--- src/rtl/key_filter_pkg.sv ---
// Shared constants and helpers for the multi-channel key debouncer.
package key_filter_pkg;

    localparam int CNT_MAX_20MS_50M = 999_999;
    localparam int LONG_MAX_1S_50M  = 49_999_999;

    // Pin level of a key that is not pressed: high for active-low boards.
    function automatic logic released_level(input logic active_low);
        released_level = active_low;
    endfunction

endpackage

--- src/rtl/key_filter_chan.sv ---
// One key channel: 2-flop synchroniser, both-edge debounce, press/release pulses.
// Long-press pulse is built only when KEY_FILTER_LONG_PRESS_EN is defined.
module key_filter_chan
    import key_filter_pkg::*;
#(
    parameter int CNT_W      = 20,
    parameter int CNT_MAX    = CNT_MAX_20MS_50M,
    parameter int ACTIVE_LOW = 1,
    parameter int LONG_W     = 26,
    parameter int LONG_MAX   = LONG_MAX_1S_50M
) (
    input  logic sys_clk,
    input  logic sys_rst,
    input  logic key_in,
    output logic key_state,
    output logic press_flag,
    output logic release_flag,
    output logic long_flag
);

    localparam logic             REL_LVL   = released_level(ACTIVE_LOW != 0);
    localparam logic [CNT_W-1:0] CNT_MAX_C = CNT_W'(CNT_MAX);

    logic [1:0]       sync_r;
    logic             key_s;
    logic [CNT_W-1:0] cnt_r;
    logic [CNT_W-1:0] cnt_nxt_s;
    logic             key_state_r;
    logic             key_state_nxt_s;
    logic             press_r;
    logic             press_nxt_s;
    logic             release_r;
    logic             release_nxt_s;

    assign key_s = (ACTIVE_LOW != 0) ? ~sync_r[1] : sync_r[1];

    // Debounce decision: any agreement restarts the window, a full window commits.
    always_comb begin
        cnt_nxt_s       = cnt_r;
        key_state_nxt_s = key_state_r;
        press_nxt_s     = 1'b0;
        release_nxt_s   = 1'b0;
        if (key_s == key_state_r) begin
            cnt_nxt_s = {CNT_W{1'b0}};
        end else if (cnt_r < CNT_MAX_C) begin
            cnt_nxt_s = cnt_r + CNT_W'(1);
        end else begin
            cnt_nxt_s       = {CNT_W{1'b0}};
            key_state_nxt_s = key_s;
            press_nxt_s     = key_s;
            release_nxt_s   = ~key_s;
        end
    end

    // Synchroniser, counter and debounced state registers.
    always_ff @(posedge sys_clk) begin
        if (sys_rst) begin
            sync_r      <= {2{REL_LVL}};
            cnt_r       <= {CNT_W{1'b0}};
            key_state_r <= 1'b0;
            press_r     <= 1'b0;
            release_r   <= 1'b0;
        end else begin
            sync_r      <= {sync_r[0], key_in};
            cnt_r       <= cnt_nxt_s;
            key_state_r <= key_state_nxt_s;
            press_r     <= press_nxt_s;
            release_r   <= release_nxt_s;
        end
    end

    assign key_state    = key_state_r;
    assign press_flag   = press_r;
    assign release_flag = release_r;

`ifdef KEY_FILTER_LONG_PRESS_EN
    localparam logic [LONG_W-1:0] LONG_MAX_C = LONG_W'(LONG_MAX);

    logic [LONG_W-1:0] lcnt_r;
    logic [LONG_W-1:0] lcnt_nxt_s;
    logic              long_r;
    logic              long_nxt_s;

    // Hold-time counter saturates at the threshold so each press pulses once.
    always_comb begin
        lcnt_nxt_s = lcnt_r;
        long_nxt_s = 1'b0;
        if (!key_state_r) begin
            lcnt_nxt_s = {LONG_W{1'b0}};
        end else if (lcnt_r < LONG_MAX_C) begin
            lcnt_nxt_s = lcnt_r + LONG_W'(1);
            long_nxt_s = (lcnt_nxt_s == LONG_MAX_C);
        end else begin
            lcnt_nxt_s = lcnt_r;
        end
    end

    // Long-press counter and pulse registers.
    always_ff @(posedge sys_clk) begin
        if (sys_rst) begin
            lcnt_r <= {LONG_W{1'b0}};
            long_r <= 1'b0;
        end else begin
            lcnt_r <= lcnt_nxt_s;
            long_r <= long_nxt_s;
        end
    end

    assign long_flag = long_r;
`else
    assign long_flag = 1'b0;
`endif

endmodule

--- src/rtl/key_filter_multi.sv ---
// Key bank debouncer: KEY_NUM independent key_filter_chan instances.
// Optional long-press pulse enabled by defining KEY_FILTER_LONG_PRESS_EN.
module key_filter_multi
    import key_filter_pkg::*;
#(
    parameter int KEY_NUM    = 4,
    parameter int CNT_W      = 20,
    parameter int CNT_MAX    = CNT_MAX_20MS_50M,
    parameter int ACTIVE_LOW = 1,
    parameter int LONG_W     = 26,
    parameter int LONG_MAX   = LONG_MAX_1S_50M
) (
    input  logic               sys_clk,
    input  logic               sys_rst,
    input  logic [KEY_NUM-1:0] key_in,
    output logic [KEY_NUM-1:0] key_state,
    output logic [KEY_NUM-1:0] press_flag,
    output logic [KEY_NUM-1:0] release_flag,
    output logic [KEY_NUM-1:0] long_flag
);

    for (genvar i = 0; i < KEY_NUM; i++) begin : g_chan
        key_filter_chan #(
            .CNT_W      (CNT_W),
            .CNT_MAX    (CNT_MAX),
            .ACTIVE_LOW (ACTIVE_LOW),
            .LONG_W     (LONG_W),
            .LONG_MAX   (LONG_MAX)
        ) u_chan (
            .sys_clk      (sys_clk),
            .sys_rst      (sys_rst),
            .key_in       (key_in[i]),
            .key_state    (key_state[i]),
            .press_flag   (press_flag[i]),
            .release_flag (release_flag[i]),
            .long_flag    (long_flag[i])
        );
    end

endmodule

--- config.mk ---
export PLATFORM = sky130hd
export DESIGN_NAME = key_filter_multi
export DESIGN_NICKNAME = d
export VERILOG_FILES = /design/src/rtl/key_filter_pkg.sv /design/src/rtl/key_filter_chan.sv /design/src/rtl/key_filter_multi.sv
export SDC_FILE = /design/constraint.sdc
export NUM_CORES = 1
export LEC_CHECK = 0
export BUFFER_PORTS_ARGS = -buffer_cell sky130_fd_sc_hd__buf_2
export CORE_AREA = 2 2 103 105
export DETAILED_ROUTE_END_ITERATION = 10
export DIE_AREA = 0 0 105 107
export GPL_TIMING_DRIVEN = 0
export PLACE_DENSITY = 0.63
export SETUP_SLACK_MARGIN = 0.15
export SYNTH_ARGS = -nofsm -noshare
export SYNTH_HDL_FRONTEND = slang
export SYNTH_SLANG_ARGS = --single-unit
--- constraint.sdc ---
create_clock -name sys_clk -period 2.32 [get_ports sys_clk]
set_input_delay 0.464 -clock sys_clk [delete_from_list [all_inputs] [get_ports sys_clk]]
set_output_delay 0.464 -clock sys_clk [all_outputs]
set_load 0.005 [all_outputs]
Yosys cells after proc, flatten, opt, wreduce, memory -nomap -nowiden
Index checks and enable logic that the tools add are counted.
{ "op_classes": {"n_addsub": 4, "order_cmp": 4, "n_eq_ne": 4, "bitwise_logic": 12, "reduce_logical": 12} }
{ "op_table": {"columns": ["op", "count"], "rows": [
  ["adder 20 x 1 -> 20 bit (second input constant)", 4],
  ["< comparator 20 bit (second input constant)", 4],
  ["OR reduction 3 bit", 8],
  ["NOT 1 bit", 12],
  ["AND reduction 2 bit", 4],
  ["equality test 1 bit", 4]
]} }
{ "totals": {"ff_bits": 100, "inputBits": 6, "out_inout_bits": 16, "wordCells": 56} }

Depth between registers and ports, before layout
{ "depth": {"word_depth": 4, "mapped_depth": 7, "depth_no_buf": 5} }

By module
From an unflattened synthesis, not the netlist that was laid out.
{ "unflattened": {"hier_cells": 532, "area_unflattened_um2": 5094.9} }
{ "by_module_without_submodules": {"columns": ["mod", "instances", "cells_each", "area_per_inst_um2", "seq_area_each_um2"], "rows": [
  ["key_filter_chan", 4, 133, 1273.7, 500.5]
]} }

Least setup slack after synthesis
OpenSTA, ideal clock, no wires.
{ "synth_path": {"path_kind": "register to register", "startpoint": "register g_chan[2].u_chan.cnt_r[13]", "endpoint": "register g_chan[2].u_chan.key_state_r", "setup_ps": 123, "arrival_time_ps": 1603, "t_required_ps": 2197, "slack_ps": 594, "path_stages_with_launch": 5, "n_path_buf": 0, "period_less_slack_ps": 1726, "cell_sequence": "dfxtp_1 > or4_4 > o211ai_1 > o21a_1 > mux2_1"} }
{ "synth_between": {"elab_chain_cells": 3} }
{ "synth_rtl": {"columns": ["item", "line_no", "text"], "rows": [
  ["start: declaration", "key_filter_chan.sv:26", "logic [CNT_W-1:0] cnt_r;"],
  ["start signal: assignment", "key_filter_chan.sv:59", "cnt_r <= {CNT_W{1'b0}};"],
  ["start signal: assignment", "key_filter_chan.sv:65", "cnt_r <= cnt_nxt_s;"],
  ["< comparator 20 bit", "key_filter_chan.sv:45", "end else if (cnt_r < CNT_MAX_C) begin"],
  ["NOT 1 bit (no source line)", null, null],
  ["AND reduction 2 bit (no source line)", null, null],
  ["end signal: assignment", "key_filter_chan.sv:66", "key_state_r <= key_state_nxt_s;"],
  ["end: declaration", "key_filter_chan.sv:28", "logic key_state_r;"]
]} }
Every way passes these cells.
A chain may end at the register's enable or synchronous reset.

Worst setup path after layout
{ "layout_path": {"startpoint": "register g_chan[3].u_chan.cnt_r[0]", "endpoint": "register g_chan[3].u_chan.cnt_r[18]"} }
{ "layout_between": {"elab_chain_cells": 3, "word_cells_on_any_way": 4, "classes_between": "add/sub: 1; order compare: 1; bitwise: 1; reduce/logical: 1"} }
{ "layout_rtl": {"columns": ["item", "line_no"], "rows": [
  ["start: declaration", "key_filter_chan.sv:26"],
  ["start signal: assignment", "key_filter_chan.sv:59"],
  ["start signal: assignment", "key_filter_chan.sv:65"],
  ["< comparator 20 bit", "key_filter_chan.sv:45"],
  ["NOT 1 bit (no source line)", null],
  ["OR reduction 3 bit (no source line)", null]
]} }
Several ways; a longest one is shown, not always the timed one.

==> results.toml <==
[critical_path]
cp.arrival_ns = 2.31
ff2ff_path_depth = 5
critPathMaxFanout = 8
cp-start-kind = "flip-flop"
reg2reg_to = "g_chan[3].u_chan.cnt_r[18]$_SDFF_PP0_"
path_class = "flip-flop to flip-flop"
crit_required_ns = 2.61
reg2reg_setup_slack_ns = 0.30
end_kind = "flip-flop"
rr_startpoint = "g_chan[3].u_chan.cnt_r[0]$_SDFF_PP0_"

[placement]
place_congestion = 0.795
pre_cts_ws_ns = 0.210
placed_cell_area_um2 = 4720
post-dp-hpwl_um = 5700
port_buffers = 17

[logic_synthesis]
syn_area_um2 = 4450
synth_most_common_cell = "dfxtp_1"
synth_adder_area_share_pct = 1.12
netlist_instances = 491
synth_top_area_cell = "dfxtp_1"
synth_edf_count = 0
synth_top_family_by_area = "simple AND/OR/NAND/NOR gates"
netlist.area_leader.share_pct = 44.9
syn_avg_cell_area_um2 = 9.07
yosysSeqAreaShare_pct = 44.9
synth-xor-area-share_pct = 10.2
synthSimpleGateAreaFrac_pct = 27.5
synth.top_cells.by_count = "dfxtp_1 (100), nor2_1 (69), xnor2_1 (34), nand3_1 (25), a21oi_1 (20)"
ys.flop_type = "dfxtp_1"
ys_top_cells_by_area = "dfxtp_1 (45%), xnor2_1 (6.7%), nor2_1 (5.8%)"
synth_warnings = 0
synthMuxAreaShare_pct = 1.01
synth_compound_area_share_pct = 9.69
synth-seq-cells = 100
ys_types = 45
async_reset_ff_share_pct = 0

[clocking]
root_buffer = "clkbuf_8"
postCtsSetupBuffers = 0
cts_buffers = 9
clkLatencyLatePin_ns = 0.37
cts_tree = "done"
clkSinkCount = 100
cts_buffer_depth = 2
path_clk_slew_ns = 0.11
cts_max_level = 3

[timing]
setup_viol_count_final = 0
hold_viol = 0
setup_tns_ns = 0
tightestPinTransition_ns = 0.621
setup_ws_ns = 0.304
min_period_over_period_pct = 86.9
relSlewSlack_pct = 58.3
finalCriticalPeriod_ns = 2.02
slew_viol_final = 0
max_freq_mhz = 496
rsz0062_at_grt = "false"
fin_skew_ns = 0.0144

[grt]
use_met2_pct = 25.2
overflow = 0
grtUsageMet1_pct = 19.0
antenna_found_initial = 0
busiest_layer = "met2"
grt_pass1_wl_um = 13800
grtUsageTotal_pct = 15.0
grt_start_max_net_pins = 20
grt_pass1_vias = 3100
use_met3_pct = 3.77

[finish]
fin_area_um2 = 4960
postLayoutCoreUtil_pct = 49.1
drive_gt1_share_pct = 16.3
syn2layout_area_growth_pct = 11.3
nets = 532
n_antenna_cell = 0

[run]
max_cap_viol_count = 0

[route]
drt-vias-per-instance = 5.14
wl_per_cell_um = 12.2
wl_um = 8060
drc_errors = 0
drt-initial-drc-count = 79
final_antenna_net_count = 0
drt_pre_antenna_iters = 4
vias = 3408

[die]
io_pins = 22
die-width_um = 105
core_area_um2 = 10100
dieHeight_um = 107
placementRows = 37
die_area_um2 = 11200
initial_core_util_pct = 44.1

[run_status]
status = "finished clean"

[power]
p_int_uw = 2270
clkPwrFrac_pct = 39.9
ir_drop_v = 0.000315
p_per_area_nw_per_um2 = 595
p_sw_share_pct = 23.1
power_uw = 2950
p_leak_uw = 0.00171
power_frac_comb_pct = 1.5
seqPwrFrac_pct = 58.6
p_sw_uw = 683

[min_path]
min-delay-start = "key_in[0]"
hold_end = "g_chan[0].u_chan.sync_r[0]$_SDFF_PP1_"
hp-class = "input pin to flip-flop"
holdPathStages = 2
==> flip-flops by register name, indices dropped and copies added (netlist names) <==
name / count
g_chan.u_chan.cnt_r: 80
g_chan.u_chan.sync_r: 8
g_chan.u_chan.key_state: 4
g_chan.u_chan.press_flag: 4
g_chan.u_chan.release_flag: 4
==> worst max-delay path, stage by stage (launching register included) <==
cell and delay [ns]:
dfxtp_1 0.37, ha_1 0.19, and2_0 0.36, nand4_1 0.33, or4_1 0.54, a21oi_1 0.16
==> logic make-up (layout without fill, tap and decap cells) <==
family / count (synthesis) / after routing
DFF: 100 / 100
xor gates and xnor gates: 52 / 52
buffers and inverters: 43 / 76
and+or+nand+nor: 227 / 227
AOI/OAI and AO/OA: 60 / 60
adders and majority gates: 4 / 4
muxes: 4 / 4
other: 1 / 4
==> cell usage in the layout, fill, tap and decap left out, types with 7 or more instances in the layout <==
master / instances
dfxtp_1: 100
or3_1: 16
buf_2: 22
nor2_1: 69
o21ai_0: 11
and3_1: 16
xnor2_1: 34
or2_2: 8
nor3_1: 11
clkbuf_8: 9
nor4_1: 14
and4_1: 7
buf_4: 16
inv_1: 15
nand2_1: 19
nand4_1: 19
a21oi_1: 20
nand3_1: 24
xor2_1: 18
==> what timing repair did <==
item | CTS | global route
setup endpoints to repair | 0 | 13
hold buffers | 0 | 0
resized for setup | 0 | 3
endpoints found under the hold margin | 0 | 0
==> layout make-up <==
type                    count  area (um2)
fillers                  1010        5130
repair buffers             17        85.1
flip-flops and latches    100        2000
well taps                 136         170
clock buffers               9         124
plain buffers              28         186
inverters                  15        56.3
multi-input cells         351        2240
clock inverters             7        92.6
==> worst max path at each step <==
| stage | from | cells after the start | endpoint | slack [ns] |
|---|---|---|---|---|
| 2_1_floorplan | g_chan[2].u_chan.cnt_r[13]$_SDFF_PP0_ | 4 | g_chan[2].u_chan.key_state$_SDFFE_PP0P_ | 0.59 |
| 3_3_place_gp | g_chan[0].u_chan.cnt_r[0]$_SDFF_PP0_ | 6 | g_chan[0].u_chan.cnt_r[15]$_SDFF_PP0_ | 0.26 |
| 3_5_place_dp | g_chan[0].u_chan.cnt_r[0]$_SDFF_PP0_ | 6 | g_chan[0].u_chan.cnt_r[2]$_SDFF_PP0_ | 0.21 |
| 4_1_cts | g_chan[0].u_chan.cnt_r[0]$_SDFF_PP0_ | 6 | g_chan[0].u_chan.cnt_r[2]$_SDFF_PP0_ | 0.18 |
| 5_1_grt | g_chan[3].u_chan.cnt_r[0]$_SDFF_PP0_ | 5 | g_chan[3].u_chan.cnt_r[18]$_SDFF_PP0_ | 0.15 |
| 6_report | g_chan[3].u_chan.cnt_r[0]$_SDFF_PP0_ | 5 | g_chan[3].u_chan.cnt_r[18]$_SDFF_PP0_ | 0.30 |
==> metrics by stage <==
stage	hold slack, ns	instances
after floorplan	0.389	494
after global placement	0.394	647
after detailed placement	0.397	647
after CTS	0.252	663
after global routing	0.256	663
final	0.271	663
==> per-layer routing <==
metal,wire length (um),vias up
met5,0,-
li1,-,1775
met3,234,10
met2,3730,40
met4,101,0
met1,3990,1583
==> power groups by stage <==
stage / Sequential [uW] / Combinational (uW) / Clock, uW
2_1_floorplan: 1770 / 30.5 / 0
3_5_place_dp: 1770 / 43.9 / 0
4_1_cts: 1730 / 44.0 / 1220
3_3_place_gp: 1770 / 43.1 / 0
5_1_grt: 1730 / 50.6 / 1290
6_report: 1730 / 44.1 / 1180
(Power assumes the default switching activity.)
